--- src/rtl/regfile_pkg.sv ---
// Shared types and defaults for the operand register file and its operand latches.
package regfile_pkg;

    localparam int DEF_DATA_W   = 16;
    localparam int DEF_NUM_REGS = 8;

    // Operand latch state: IDLE accepts loads, WAIT holds until the tagged register is written.
    typedef enum logic [0:0] {
        OP_IDLE = 1'b0,
        OP_WAIT = 1'b1
    } op_state_t;

    function automatic int clog2(input int n);
        int r;
        r = 0;
        while ((1 << r) < n) r++;
        return r;
    endfunction

endpackage

--- src/rtl/operand_latch.sv ---
// One operand port: captures a bypassed register value, or parks on a busy register's tag
// until the write that clears it arrives.
module operand_latch
    import regfile_pkg::*;
#(
    parameter int DATA_W = DEF_DATA_W,
    parameter int AW     = 3
) (
    input  logic              clk,
    input  logic              reset,
    input  logic              load,
    input  logic              ready,
    input  logic [AW-1:0]     readnum,
    input  logic [DATA_W-1:0] byp_value,
    input  logic              write,
    input  logic [AW-1:0]     writenum,
    input  logic [DATA_W-1:0] data_in,
    output logic [DATA_W-1:0] operand,
    output op_state_t         state
);

    logic [AW-1:0] tag;

    always_ff @(posedge clk or posedge reset) begin
        if (reset) begin
            state   <= OP_IDLE;
            tag     <= '0;
            operand <= '0;
        end else if (state == OP_IDLE) begin
            if (load) begin
                if (ready) begin
                    operand <= byp_value;
                end else begin
                    tag   <= readnum;
                    state <= OP_WAIT;
                end
            end
        end else begin
            // New loads are ignored here; only the write to the tagged register releases the port.
            if (write && (writenum == tag)) begin
                operand <= data_in;
                state   <= OP_IDLE;
            end
        end
    end

endmodule

--- src/rtl/operand_regfile.sv ---
// Register file with a busy scoreboard and two operand latches (A, B) feeding the ALU.
// Writeback data is bypassed into the latches in the cycle it is written.
module operand_regfile
    import regfile_pkg::*;
#(
    parameter int DATA_W   = DEF_DATA_W,
    parameter int NUM_REGS = DEF_NUM_REGS,
    parameter int ZERO_R0  = 0,
    localparam int AW      = clog2(NUM_REGS)
) (
    input  logic                clk,
    input  logic                reset,
    input  logic                write,
    input  logic [AW-1:0]       writenum,
    input  logic [DATA_W-1:0]   data_in,
    input  logic                reserve,
    input  logic [AW-1:0]       reservenum,
    input  logic [AW-1:0]       readnum_a,
    input  logic [AW-1:0]       readnum_b,
    input  logic                loada,
    input  logic                loadb,
    output logic [DATA_W-1:0]   data_out,
    output logic [DATA_W-1:0]   A,
    output logic [DATA_W-1:0]   B,
    output logic                a_valid,
    output logic                b_valid,
    output logic [NUM_REGS-1:0] busy
);

    logic [DATA_W-1:0]   regs [NUM_REGS];
    logic [NUM_REGS-1:0] busy_next;
    logic                write_en;
    logic [DATA_W-1:0]   byp_a, byp_b;
    logic                ready_a, ready_b;
    op_state_t           a_state, b_state;

    assign write_en = write && !((ZERO_R0 != 0) && (writenum == '0));

    always_ff @(posedge clk or posedge reset) begin
        if (reset) begin
            for (int i = 0; i < NUM_REGS; i++) regs[i] <= '0;
        end else if (write_en) begin
            regs[writenum] <= data_in;
        end
    end

    // Reserve is applied after the write clear so a same-register reserve+write stays busy.
    always_comb begin
        busy_next = busy;
        if (write) busy_next[writenum] = 1'b0;
        if (reserve) busy_next[reservenum] = 1'b1;
        if (ZERO_R0 != 0) busy_next[0] = 1'b0;
    end

    always_ff @(posedge clk or posedge reset) begin
        if (reset) busy <= '0;
        else       busy <= busy_next;
    end

    always_comb begin
        byp_a = (write && (writenum == readnum_a)) ? data_in : regs[readnum_a];
        if ((ZERO_R0 != 0) && (readnum_a == '0)) byp_a = '0;
        byp_b = (write && (writenum == readnum_b)) ? data_in : regs[readnum_b];
        if ((ZERO_R0 != 0) && (readnum_b == '0)) byp_b = '0;
    end

    assign ready_a  = !busy[readnum_a] || (write && (writenum == readnum_a));
    assign ready_b  = !busy[readnum_b] || (write && (writenum == readnum_b));
    assign data_out = regs[readnum_a];

    operand_latch #(.DATA_W(DATA_W), .AW(AW)) u_latch_a (
        .clk       (clk),
        .reset     (reset),
        .load      (loada),
        .ready     (ready_a),
        .readnum   (readnum_a),
        .byp_value (byp_a),
        .write     (write),
        .writenum  (writenum),
        .data_in   (data_in),
        .operand   (A),
        .state     (a_state)
    );

    operand_latch #(.DATA_W(DATA_W), .AW(AW)) u_latch_b (
        .clk       (clk),
        .reset     (reset),
        .load      (loadb),
        .ready     (ready_b),
        .readnum   (readnum_b),
        .byp_value (byp_b),
        .write     (write),
        .writenum  (writenum),
        .data_in   (data_in),
        .operand   (B),
        .state     (b_state)
    );

    assign a_valid = (a_state == OP_IDLE);
    assign b_valid = (b_state == OP_IDLE);

endmodule

--- config.mk ---
export PLATFORM = sky130hd
export DESIGN_NAME = operand_regfile
export DESIGN_NICKNAME = d
export VERILOG_FILES = /design/src/rtl/regfile_pkg.sv /design/src/rtl/operand_latch.sv /design/src/rtl/operand_regfile.sv
export SDC_FILE = /design/constraint.sdc
export NUM_CORES = 1
export LEC_CHECK = 0
export CAP_MARGIN = 0
export CORE_MARGIN = 3
export CORE_UTILIZATION = 23
export DETAILED_ROUTE_END_ITERATION = 10
export MAX_ROUTING_LAYER = met4
export PLACE_DENSITY = 0.37
export SLEW_MARGIN = 20
export SYNTH_ARGS = -nofsm -noshare
export SYNTH_HDL_FRONTEND = slang
export SYNTH_SLANG_ARGS = --single-unit
--- constraint.sdc ---
create_clock -name clk -period 11.26 [get_ports clk]
set_input_delay 3.378 -clock clk [delete_from_list [all_inputs] [get_ports clk]]
set_output_delay 3.378 -clock clk [all_outputs]
set_load 0.02 [all_outputs]
# --- After elaboration in Yosys (flattened, before gate mapping) ---
# Index checks and enable logic that the tools add are counted.
word_totals:
  regBits: 176
  in_bits: 34
  output_inout_bits: 58
op_classes:
  n_lt_le_gt_ge: 10
  eq_ne: 6
  n_mux: 37
  n_bitwise: 10
  reduce_logical: 19
ops:
  columns: ["cell", "n"]
  rows:
  - ["$mux W16", 15]
  - ["$bwmux W128", 1]
  - ["$bmux W16 S3", 2]
  - ["$demux W16 S3", 1]
  - ["$lt A3 B4 Y1 const B", 4]
  - ["$mux W8", 2]
  - ["$eq A3 B3 Y1", 4]
  - ["$ge A4 B4 Y1 const B", 3]
  - ["$mux W1", 12]
  - ["$not A3 Y4", 3]
  - ["$reduce_and A3 Y1", 4]
  - ["$and A8 B8 Y8", 1]
  - ["$not A8 Y8", 1]
  - ["$or A8 B8 Y8", 1]
  - ["$reduce_bool A2 Y1", 4]
  - ["$logic_and A1 B1 Y1", 7]
  - ["$bmux W1 S3", 2]
  - ["$demux W1 S3", 2]
  - ["$ge A3 B1 Y1 const B", 2]
  - ["$lt A4 B1 Y1 const B", 1]
  - ["$ne A2 B2 Y1 const B", 2]
  - ["$not A1 Y1", 4]
  - ["$logic_not A1 Y1", 2]
  - ["$logic_or A1 B1 Y1", 2]

# --- Depth between registers and ports, before layout ---
logic_depth:
  ltp_word: 9
  ltp_mapped: 7

# --- By module ---
# From an unflattened synthesis, not the netlist that was laid out.
unflattened:
  cells_unflattened: 754
  hier_area_um2: 9846.9
by_module_without_submodules:
  columns: ["module", "n_inst", "cells_per_inst", "area_per_inst_um2", "seq_area_each_um2"]
  rows:
  - ["operand_regfile", 1, 616, 7722.4, 3403.3]
  - ["operand_latch", 2, 69, 1062.3, 500.5]

# --- Worst setup path after synthesis ---
# Ideal clock, no wire load.
synth_path:
  path_kind: "input to output"
  from: "input readnum_a[1]"
  to: "output data_out[10]"
  arrival_time_ns: 4.760
  setup_slack_ns: 3.122
  cell_stages: 4
  path_buffers: 2
  cell_sequence: "buf_2 > buf_2 > mux4_2 > mux2_2"
synth_via:
  elab_chain_cells: 4
synth_lines:
  columns: ["item", "line", "source"]
  rows:
  - ["from (decl)", "operand_regfile.sv:18", "input logic [AW-1:0] readnum_a,"]
  - ["$not A3 Y4 (not written as such)", "operand_regfile.sv:69", "assign data_out = regs[readnum_a];"]
  - ["$bmux W16 S3", "operand_regfile.sv:69", null]
  - ["$mux W16 (not written as such) (2 in a row)", "operand_regfile.sv:69", null]
  - ["to (decl)", "operand_regfile.sv:22", "output logic [DATA_W-1:0] data_out,"]
# Every way passes these cells. The select of a mux whose other input is x is not followed.

# --- Worst setup path in the final report ---
layout_path:
  from: "input readnum_a[1]"
  to: "output data_out[15]"
# The elaborated chain is that of the path after synthesis.

==> results.cfg <==
[timing]
slew_violations = 0
final.setup_skew_ns = 0.0134
setup_viol = 0
fin_setup_tns_ns = 0
relSlewSlack_pct = 38.2
rsz0062_at_grt = no
finalHoldViolations = 0
finalCritPeriodShare_pct = 79.6
worst_pin_slew_ns = 0.927
fin_crit_ns = 8.96
hold_slack_ns = 0.522
fmax_ghz = 0.112

[global_route]
grt_pass1_vias = 7012
grt.met1_usage_pct = 19.8
track_usage_pct = 15.3
antenna_found_initial = 0
met3_usage_pct = 2.52
grt_max_degree = 111
grt_pass1_wl_um = 46300
use_met2_pct = 24.9
grt-ovfl-total = 0
grt_busiest_layer = met2

[detailed_routing]
drtIter0Drc = 242
drt_wl_total_um = 30500
wl_per_cell_um = 24.1
vias = 6138
vias_per_cell = 4.84
antenna_left = 0
drc = 0
dr.pass1.iters = 6

[worst_setup_path]
critical_path.max_stage_delay_ns = 0.56
path_delay_family = buffers and inverters
reg2reg_from = u_latch_b.tag[1]$_DFFE_PP0P_
end_kind = primary output
worstPathArrival_ns = 5.58
timing.rr.end = u_latch_b.operand[0]$_DFFE_PP0P_
crit_required_ns = 7.88
crit_type = in2out
path_cells = buf_2, buf_4, mux4_2, mux2_2, clkdlybuf4s50_1
ff2ff_setup_slack_ns = 8.72
critPathLaunchType = primary input
crit_slowest_cell = clkdlybuf4s50_1
crit_path_max_fanout = 16
reg2regPathDepth = 5
crit_buf_inv = 3

[floorplanning]
core_area_mm2 = 0.0393
start_util_pct = 23.6
ios = 92
die_area_mm2 = 0.0428
die_w_um = 207
rows = 72
die_h_um = 207

[cts]
cts_setup_buffers = 0
clock_sinks = 176
cts_tree = yes
cts_resized = 0
cts_hold_buf = 0
clkLatencyLatePin_ns = 0.43
numCtsBuffers = 17
h-tree-depth = 4
cts_root_buffer = clkbuf_16
clkTransAtPathRegs_ns = 0.07
cts.path.max_buffers = 2

[place]
io_buffers = 91
dp_cells = 1235
dpl.hpwl_um = 18700
gp_congestion = 0.743

[finish]
fin_nets = 770
diodes = 0
instances_no_fill = 1267
drive_above_1_share_pct = 39.5
area_growth_pct = 21.8

[hold_path]
min_to = u_latch_a.tag[2]$_DFFE_PP0P_
hp-start = u_latch_a.tag[2]$_DFFE_PP0P_
hold_class = reg2reg
whs_path_depth = 1

[run]
maxCapViolations = 0

[yosys]
avgSynthCellArea_um2 = 13.9
synth_fp_nets = 701
syn_inst = 667
yosysTopAreaCell = dfrtp_1
synth.distinct_cells = 26
synth.top_cell.area_share_pct = 47.5
yosysSeqAreaShare_pct = 47.5
synth_area_leaders = dfrtp_1 (47%), mux2_2 (19%), mux4_2 (17%), o221ai_1 (3.0%), nand3_1 (1.7%)
async_flop_share_pct = 100
syn_area_mm2 = 0.00928
synth_commonest_cells = dfrtp_1 (176), mux2_2 (160), mux4_2 (68)
synth.ff_latch_count = 176
ys.flop_type = dfrtp_1
yosysWarningCount = 0
synth-edff-count = 0
synth.most_common_cell = dfrtp_1

[power_and_ir_drop]
ir_drop_uv = 104
pwr-share-seq_pct = 38.2
p_comb_share_pct = 37.2
swShare_pct = 35.5
clkPwrFrac_pct = 24.6
leakagePower_nw = 4.47
powerDensity_mw_per_mm2 = 218
power.net_switching_mw = 0.873
finalPower_mw = 2.46
power.internal_mw = 1.59

[outcome]
status = completed
layer usage:
metal / wire length, um / vias to the layer above / part of all wire, %
met4: 680 / 0 / 2.2
met2: 15100 / 160 / 49
met1: 13500 / 3304 / 44
li1: - / 2636 / -
met5: 0 / - / 0
met3: 1220 / 38 / 4.0
power by group through the flow:
stage	clock network [mW]	registers [mW]	logic (mW)
floorplan	0	0.978	0.504
global placement	0	0.947	0.920
detailed placement	0	0.952	0.927
CTS	0.625	0.942	0.931
global route	0.655	0.965	0.990
finish	0.605	0.940	0.915
registers in the layout, indices dropped and copies added, names as in the netlist:
signal             cells
u_latch_b.tag          3
u_latch_b.operand     16
regs                 128
u_latch_b.state        1
u_latch_a.operand     16
u_latch_a.tag          3
u_latch_a.state        1
busy                   8
how the worst max path moves through the flow:
stage                       startpoint                 to  slack [ns]  depth (start not counted)
after floorplan                  reset  busy[0]$_DFF_PP0_        3.11                          1
after global placement    readnum_a[1]       data_out[15]        2.25                          5
after detailed placement  readnum_a[1]       data_out[15]        2.22                          5
after CTS                 readnum_a[1]       data_out[15]        2.22                          5
after global routing      readnum_a[1]       data_out[11]        2.16                          5
final                     readnum_a[1]       data_out[15]        2.30                          5
per-stage QoR:
step | instance area [um2] | utilization (%) | setup slack (ns)
2_1_floorplan | 9280 | - | 3.11
3_3_place_gp | 10700 | 27.3 | 2.25
3_5_place_dp | 10700 | 27.3 | 2.22
4_1_cts | 11300 | 28.8 | 2.22
5_1_grt | 11300 | 28.8 | 2.16
6_report | 11300 | 28.8 | 2.30
cell families after synthesis:
| logic type | Yosys count | synth area share [%] |
|---|---|---|
| xor+xnor | 12 | 1.13 |
| buf+inv | 102 | 4.44 |
| compound gates | 48 | 5.02 |
| flops | 176 | 47.5 |
| simple gates | 93 | 5.08 |
| mux | 236 | 36.9 |
cells in the final DEF (no fill, tap or decap), types with 2 or more instances in the layout:
master	Yosys	routed
xor2_1	12	12
buf_2	20	6
o32ai_1	2	2
nand2b_1	8	8
nor4_1	2	2
o22ai_1	2	2
or3b_1	2	2
clkbuf_16	0	17
clkinv_2	0	2
o21ai_0	6	6
clkdlybuf4s50_1	0	85
nor3_2	2	2
nand4b_1	3	3
bufinv_16	0	2
inv_6	0	6
inv_1	40	39
mux2_1	6	6
clkinvlp_4	0	3
mux2i_1	2	2
mux2_2	160	160
o221ai_1	32	32
o41ai_4	4	4
mux4_2	68	68
nand3_1	32	32
nand2_1	41	41
dfrtp_1	176	176
buf_4	1	21
area by class of cell:
type                       count  area (um2)
inverter                      40         158
sequential                   176        4400
clock buffer                  18         429
fill                        4060       28000
tap                          518         648
timing repair buffer         112        1040
clock inverter                14         154
multi-input combinational    389        4470
(Power assumes the default switching activity.)
